`src/rtl/cr_prefix_fe_blk_ctlr.sv`:
```
// Prefix front-end block controller: splits framed beats into NUM_BLK blocks of BLK_WORDS beats.
// Optional perf counters (frm_cnt, flush_cnt) are enabled with `define CR_PREFIX_FE_PERF_CTR_EN.
module cr_prefix_fe_blk_ctlr #(
  parameter int DATA_W    = 64,
  parameter int BLK_WORDS = 128,
  parameter int NUM_BLK   = 4,
  localparam int SEL_W    = $clog2(NUM_BLK)
) (
  input  logic                clk,
  input  logic                rst,
  input  logic                in_valid,
  output logic                in_ready,
  input  logic [DATA_W-1:0]   in_data,
  input  logic [DATA_W/8-1:0] in_vbytes,
  input  logic                in_eot,
  output logic [DATA_W-1:0]   out_data,
  output logic [DATA_W/8-1:0] out_vbytes,
  output logic                out_valid,
  output logic [SEL_W-1:0]    blk_sel,
  output logic [NUM_BLK-1:0]  blk_wr,
  output logic                eodb,
  output logic                flush_active,
  output logic                ovfl
`ifdef CR_PREFIX_FE_PERF_CTR_EN
  ,
  output logic [31:0]         frm_cnt,
  output logic [31:0]         flush_cnt
`endif
);

  localparam int WC_W = $clog2(BLK_WORDS) + 1;
  localparam int VB_W = DATA_W / 8;

  typedef enum logic [1:0] {IDLE, DATA, SW_BLK, FLUSH} state_t;

  state_t              state_q, state_d;
  logic [WC_W-1:0]     wc_q, wc_d;
  logic [SEL_W-1:0]    sel_q, sel_d;
  logic                eot_q, eot_d;
  logic                rdy_q, rdy_d;
  logic                ov_q, ov_d;
  logic                eodb_q, eodb_d;
  logic [NUM_BLK-1:0]  wr_q, wr_d;
  logic                fa_q, fa_d;
  logic                ovfl_q, ovfl_d;
  logic [DATA_W-1:0]   data_q, data_d;
  logic [VB_W-1:0]     vb_q, vb_d;
  logic                accept, closing;

  assign accept  = in_valid & rdy_q;
  assign closing = in_eot | (wc_q == WC_W'(BLK_WORDS - 1));

  always_comb begin
    state_d = state_q;
    wc_d    = wc_q;
    sel_d   = sel_q;
    eot_d   = eot_q;
    ov_d    = 1'b0;
    eodb_d  = 1'b0;
    wr_d    = '0;
    ovfl_d  = 1'b0;
    data_d  = data_q;
    vb_d    = vb_q;
    case (state_q)
      IDLE, DATA: begin
        if (accept) begin
          wc_d   = wc_q + WC_W'(1);
          data_d = in_data;
          vb_d   = in_vbytes;
          ov_d   = 1'b1;
          if (closing) begin
            eodb_d  = 1'b1;
            eot_d   = in_eot;
            state_d = SW_BLK;
          end else begin
            state_d = DATA;
          end
        end
      end
      SW_BLK: begin
        wc_d = '0;
        // eot commits every block from the current one upward; otherwise only the current block
        for (int unsigned k = 0; k < NUM_BLK; k++) begin
          wr_d[k] = eot_q ? (SEL_W'(k) >= sel_q) : (SEL_W'(k) == sel_q);
        end
        if (eot_q) begin
          sel_d   = '0;
          state_d = IDLE;
        end else if (sel_q == SEL_W'(NUM_BLK - 1)) begin
          sel_d   = '0;
          state_d = FLUSH;
        end else begin
          sel_d   = sel_q + SEL_W'(1);
          state_d = DATA;
        end
      end
      FLUSH: begin
        if (accept && in_eot) begin
          ovfl_d  = 1'b1;
          state_d = IDLE;
        end
      end
      default: state_d = IDLE;
    endcase
    rdy_d = (state_d != SW_BLK);
    fa_d  = (state_d == FLUSH);
  end

  always_ff @(posedge clk) begin
    if (rst) begin
      state_q <= IDLE;
      wc_q    <= '0;
      sel_q   <= '0;
      eot_q   <= 1'b0;
      rdy_q   <= 1'b0;
      ov_q    <= 1'b0;
      eodb_q  <= 1'b0;
      wr_q    <= '0;
      fa_q    <= 1'b0;
      ovfl_q  <= 1'b0;
      data_q  <= '0;
      vb_q    <= '0;
    end else begin
      state_q <= state_d;
      wc_q    <= wc_d;
      sel_q   <= sel_d;
      eot_q   <= eot_d;
      rdy_q   <= rdy_d;
      ov_q    <= ov_d;
      eodb_q  <= eodb_d;
      wr_q    <= wr_d;
      fa_q    <= fa_d;
      ovfl_q  <= ovfl_d;
      data_q  <= data_d;
      vb_q    <= vb_d;
    end
  end

  assign in_ready     = rdy_q;
  assign out_data     = data_q;
  assign out_vbytes   = vb_q;
  assign out_valid    = ov_q;
  assign blk_sel      = sel_q;
  assign blk_wr       = wr_q;
  assign eodb         = eodb_q;
  assign flush_active = fa_q;
  assign ovfl         = ovfl_q;

`ifdef CR_PREFIX_FE_PERF_CTR_EN
  logic [31:0] frm_cnt_q, frm_cnt_d;
  logic [31:0] flush_cnt_q, flush_cnt_d;

  always_comb begin
    frm_cnt_d   = frm_cnt_q;
    flush_cnt_d = flush_cnt_q;
    if ((state_q == SW_BLK) && eot_q && (frm_cnt_q != '1)) frm_cnt_d = frm_cnt_q + 32'd1;
    if (ovfl_d && (flush_cnt_q != '1)) flush_cnt_d = flush_cnt_q + 32'd1;
  end

  always_ff @(posedge clk) begin
    if (rst) begin
      frm_cnt_q   <= '0;
      flush_cnt_q <= '0;
    end else begin
      frm_cnt_q   <= frm_cnt_d;
      flush_cnt_q <= flush_cnt_d;
    end
  end

  assign frm_cnt   = frm_cnt_q;
  assign flush_cnt = flush_cnt_q;
`endif

endmodule

```
`config.mk`:
```
export PLATFORM = sky130hd
export DESIGN_NAME = cr_prefix_fe_blk_ctlr
export DESIGN_NICKNAME = d
export VERILOG_FILES = /design/src/rtl/cr_prefix_fe_blk_ctlr.sv
export SDC_FILE = /design/constraint.sdc
export NUM_CORES = 1
export LEC_CHECK = 0
export CELL_PAD_IN_SITES_DETAIL_PLACEMENT = 1
export CELL_PAD_IN_SITES_GLOBAL_PLACEMENT = 1
export CORE_MARGIN = 2
export CORE_UTILIZATION = 40
export CTS_BUF_LIST = sky130_fd_sc_hd__clkbuf_4 sky130_fd_sc_hd__clkbuf_8 sky130_fd_sc_hd__clkbuf_16
export DETAILED_ROUTE_END_ITERATION = 8
export DONT_BUFFER_PORTS = 1
export PLACE_DENSITY_LB_ADDON = 0.1
export SLEW_MARGIN = 20
export SYNTH_ARGS = -nofsm -noshare
export SYNTH_HDL_FRONTEND = slang
export SYNTH_SLANG_ARGS = --single-unit
```
`constraint.sdc`:
```
create_clock -name clk -period 2.15 [get_ports clk]
set_input_delay 0.645 -clock clk [delete_from_list [all_inputs] [get_ports clk]]
set_output_delay 0.645 -clock clk [all_outputs]
set_load 0.01 [all_outputs]
```
Yosys cells after proc, flatten, opt, wreduce, memory -nomap -nowiden

Index checks and enable logic that the tools add are counted.

Add/sub/neg operators: 2
Multipliers: 0
Div/mod/pow operators: 0
$lt $le $gt $ge: 4
Equality and inequality tests: 11
Shifts and indexed selects: 0
Mux-type cells: 17
Bitwise logic cells: 6
Reduce and logical (&&, ||, !) cells: 12

Operators with widths:

| operator              | number |
|---|---|
| $pmux W8 S2           | 1 |
| $mux W2               | 7 |
| $add A8 B1 Y8 const B | 1 |
| $eq A2 B2 Y1 const B  | 4 |
| $eq A8 B7 Y1 const B  | 1 |
| $mux W8               | 1 |
| $reduce_or A2 Y1      | 4 |
| $mux W1               | 7 |
| $pmux W2 S3           | 1 |
| $eq A2 B2 Y1 const A  | 2 |
| $ge A1 B2 Y1 const A  | 2 |
| $ge A2 B2 Y1 const A  | 2 |
| $logic_not A2 Y1      | 2 |
| $ne A2 B2 Y1 const B  | 2 |
| $not A1 Y1            | 4 |
| $reduce_and A2 Y1     | 2 |
| $reduce_and A3 Y1     | 1 |
| $reduce_or A3 Y1      | 1 |
| $add A2 B1 Y2 const B | 1 |
| $eq A1 B2 Y1 const A  | 1 |
| $eq A2 B1 Y1 const B  | 1 |
| $reduce_bool A2 Y1    | 1 |
| $and A1 B1 Y1         | 1 |
| $logic_and A1 B1 Y1   | 1 |
| $or A1 B1 Y1          | 1 |

Flip-flop bits (word level): 94
Bits in latches: 0
RAM bits: 0
Memory bits (read-only): 0
Bits of input ports: 76
Output and inout bits: 83
Word-level logic and storage cells: 64
Memories kept: 0

Depth between registers and ports, before layout

Word-level depth: 6
Gate-level depth with buffers: 7
Mapped depth without buffers: 5

Worst setup path before layout

No wires, ideal clock.

Path type: input port to flip-flop
From: input port in_valid
To: register rdy_q, in the netlist in_ready
Arrival: 1.653 ns
Required time: 2.035 ns
Setup slack: 0.383 ns
Stages: 4
Buffers on the path: 0
Cell sequence: nand2_1 > or4_4 > a32oi_2 > a21bo_1

Longest elaborated chain between the ends: 5

Ends and longest elaborated chain:

| what                 | line | RTL |
|---|---|---|
| from (decl)          | 11   | `input logic in_valid,` |
| $and A1 B1 Y1 *      | 50   | `assign accept = in_valid & rdy_q;` |
| $logic_and A1 B1 Y1  | 98   | `if (accept && in_eot) begin` |
| $mux W2              | 98   |  |
| $pmux W2 S3 *        | 64   | `case (state_q)` |
| $ne A2 B2 Y1 *       | 105  | `rdy_d = (state_d != SW_BLK);` |
| to (signal assigned) | 128  | `rdy_q <= rdy_d;` |
| to (decl)            | 40   | `logic rdy_q, rdy_d;` |

Mark *: on every way between the ends. The rest lies on a longest branch, timed or not.
A chain may end at the register's enable or synchronous reset.

Final worst setup path

From: register wc_q[0]
To: register rdy_q, in the netlist in_ready

Longest elaborated chain between the ends: 6

Ends and longest elaborated chain:

| what                   | line | RTL |
|---|---|---|
| from (decl)            | 37   | `logic [WC_W-1:0] wc_q, wc_d;` |
| from (signal assigned) | 125  | `wc_q <= wc_d;` |
| $eq A8 B7 Y1           | 51   | `assign closing = in_eot \| (wc_q == WC_W'(BLK_WORDS - 1));` |
| $or A1 B1 Y1           | 51   |  |
| $mux W2                | 71   | `if (closing) begin` |
| $mux W2                | 66   | `if (accept) begin` |
| $pmux W2 S3            | 64   |  |
| $ne A2 B2 Y1           | 105  |  |

No other way between the ends.

==> reports/summary.txt <==
Worst Clk Skew - 15.8 ps
CP top delay family - simple AND/OR/NAND/NOR gates
P_leak - 0.00132 uW
Post-cts sizing count - 0
Synth Net Count - 500
Worst-Skew Late Latency - 350 ps
Number of core rows - 33
Sequential share of the synthesized area - 55.4%
Synth Cell Area - 0.00340 sq mm
DIE HEIGHT - 96.1 microns
Max rail drop VDD - 389 uV
Fin crit period - 1750 ps
Pin count of the biggest net entering global routing - 87
Routed len/inst - 16.1 microns
Clk pin slew, worst setup/hold paths - 90 ps
Fin. Hold Viols - 0
Routability cong. - 0.710
Most used DFF post-synth - dfxtp_1
Vias in the first global route - 2,725
CTS root buf - clkbuf_8
Warnings, synthesis - 0
Max-slew violation count - 0
Post-DP HPWL - 5680 microns
Total Wirelength - 8320 microns
Initial core utilization - 41.3%
Syn Inst Count - 420
Setup Total Neg Slack - 0 ps
Iter 0 DRT Violations - 93
Final net count - 486
Hold slack - 355 ps
CP Class - flop to flop
Highest cell delay on the worst timing path - 520 ps
Router iterations before antenna repair - 4
Global-route wire length before repair - 12,700 microns
Maximum Capacitance Violations - 0
Total CTS buffers - 9
CTS tree - built
Final setup vio count - 0
Worst setup SP type - flop
Num Clock Sinks - 94
Number of flops mapped to enable cells by yosys - 0
Post-synth top area cell - dfxtp_1
Die W - 96.1 microns
Core Region - 0.00822 sq mm
Crit path max-delay cell type - or4_4
Power Density - 998 mW/mm^2
Via-to-Cell Ratio - 5.21
Period utilization - 81.2%
Post-synthesis average cell area - 8.09 sq um
Required @ worst endpoint - 2410 ps
Slew @ Worst Pin - 670 ps
Asr flop ratio synth - 0%
Status - finished, final reports clean
Top cells by count, synth - nand2_1 (152), dfxtp_1 (94), a21oi_1 (79), nor2_1 (17), clkbuf_1 (16)
GRT overflow - 0
Share of the synthesized area in the top cell type - 55.4%
Cell Chain, Critical Path - ha_1 > nand2_1 > or4_4 > a32oi_2 > a21bo_1
Max Buffers Root-to-Sink - 2
Layout area overhead - 8.92%
Fraction of layout cells with a size suffix above 1 - 5.60%
Yosys reg bits - 94
Htree depth - 3
Critical path peak fanout - 4
N_diodes - 0
Slew margin rel. - 54.8%
IO Count - 159
Overall Global Routing Usage - 17.8%
CTS Hold Buffers Added - 0
ANT nets after route - 0
Largest cells by area after synthesis - dfxtp_1 (55%), nand2_1 (17%), a21oi_1 (12%)
Fillers - 985
Die area - 0.00924 sq mm
Reg-to-reg slack, setup - 400 ps
Fmax - 573 MHz
Worst EP arrival - 2000 ps
Yosys cell types - 30
Most frequent cell after synthesis - nand2_1
Via count - 2,689
Buf+Inv Stages, Crit Path - 0
DRC viols - 0
Postcts setup bufs - 0
RSZ-0062 raised after global routing - false
Initial antenna violation count - 0
Worst Setup End Kind - flop
Worst hold path type - primary input to flop
Utilization after layout - 45.0%
Number of port buffers - 0
-- final timing paths --
| check | to | from | cells after the start |
|---|---|---|---|
| hold / removal | flop | rst | 1 |
| setup / recovery | in_ready$_SDFF_PP0_ | wc_q[0]$_SDFFE_PP0P_ | 5 |
| setup reg to reg | in_ready$_SDFF_PP0_ | wc_q[0]$_SDFFE_PP0P_ | 5 |
| hold reg to reg | wc_q[1]$_SDFFE_PP0P_ | wc_q[1]$_SDFFE_PP0P_ | 2 |
-- through the flow --
step | setup slack (ps) | instances | area, sq um | power (uW)
3_3_place_gp | 336 | 500 | 3450 | 2290
3_5_place_dp | 307 | 500 | 3450 | 2300
2_1_floorplan | 383 | 420 | 3400 | 2240
6_report | 404 | 516 | 3700 | 3690
5_1_grt | 311 | 516 | 3700 | 3860
4_1_cts | 384 | 516 | 3700 | 3740
-- area by class of cell --
class | count | area, sq um | share of cell area [%]
clock buffer | 11 | 145 | 3.92
clock inverter | 5 | 104 | 2.81
inverter | 6 | 22.5 | 0.609
multi-input combinational | 291 | 1370 | 37.1
sequential | 94 | 1880 | 50.9
tap | 105 | 131 | 3.55
timing repair buffer | 4 | 42.5 | 1.15
-- logic make-up (layout without fill, tap and decap cells) --
kind of cell | after synthesis | count (layout) | share of synthesized area (%)
XOR/XNOR | 6 | 6 | 1.55
adder cells (fa/ha/maj) | 4 | 4 | 1.47
buffers and inverters | 35 | 26 | 4.24
AND/OR/NAND/NOR | 189 | 189 | 22.4
flip-flops | 94 | 94 | 55.4
AO/OA/AOI/OAI | 91 | 91 | 14.7
multiplexers | 1 | 1 | 0.295
-- sequential cells by signal, summed over array words and instances, names as in the netlist, named ones only --
name	count
blk_sel	2
blk_wr	4
eodb	1
eot_q	1
flush_active	1
in_ready	1
out_data	64
out_valid	1
out_vbytes	8
ovfl	1
state_q	1
wc_q	8
-- routing by layer --
layer  wire, microns  track usage [%]
met3             866             8.46
met2            4020             29.2
met4             112             7.74
met5               0                0
met1            3330             19.7
-- cells in the final DEF, fill, tap and decap left out, types with 2 or more instances in the layout --
master | netlist | layout
nand2b_1 | 2 | 2
a211oi_1 | 5 | 5
nand4_1 | 2 | 2
nor3_1 | 4 | 4
nor3b_1 | 2 | 2
buf_4 | 0 | 3
bufinv_16 | 0 | 3
xnor2_1 | 5 | 5
nand3_1 | 5 | 5
dfxtp_1 | 94 | 94
ha_1 | 4 | 4
nand2_1 | 152 | 152
inv_1 | 6 | 6
nor2_1 | 17 | 17
clkbuf_8 | 0 | 10
a21oi_1 | 79 | 79
-- where the power goes --
group	switching, uW	internal, uW
Clock	620	821
Combinational	178	99.7
Sequential	127	1850
Note: power is estimated with default switching activity, not from simulation.
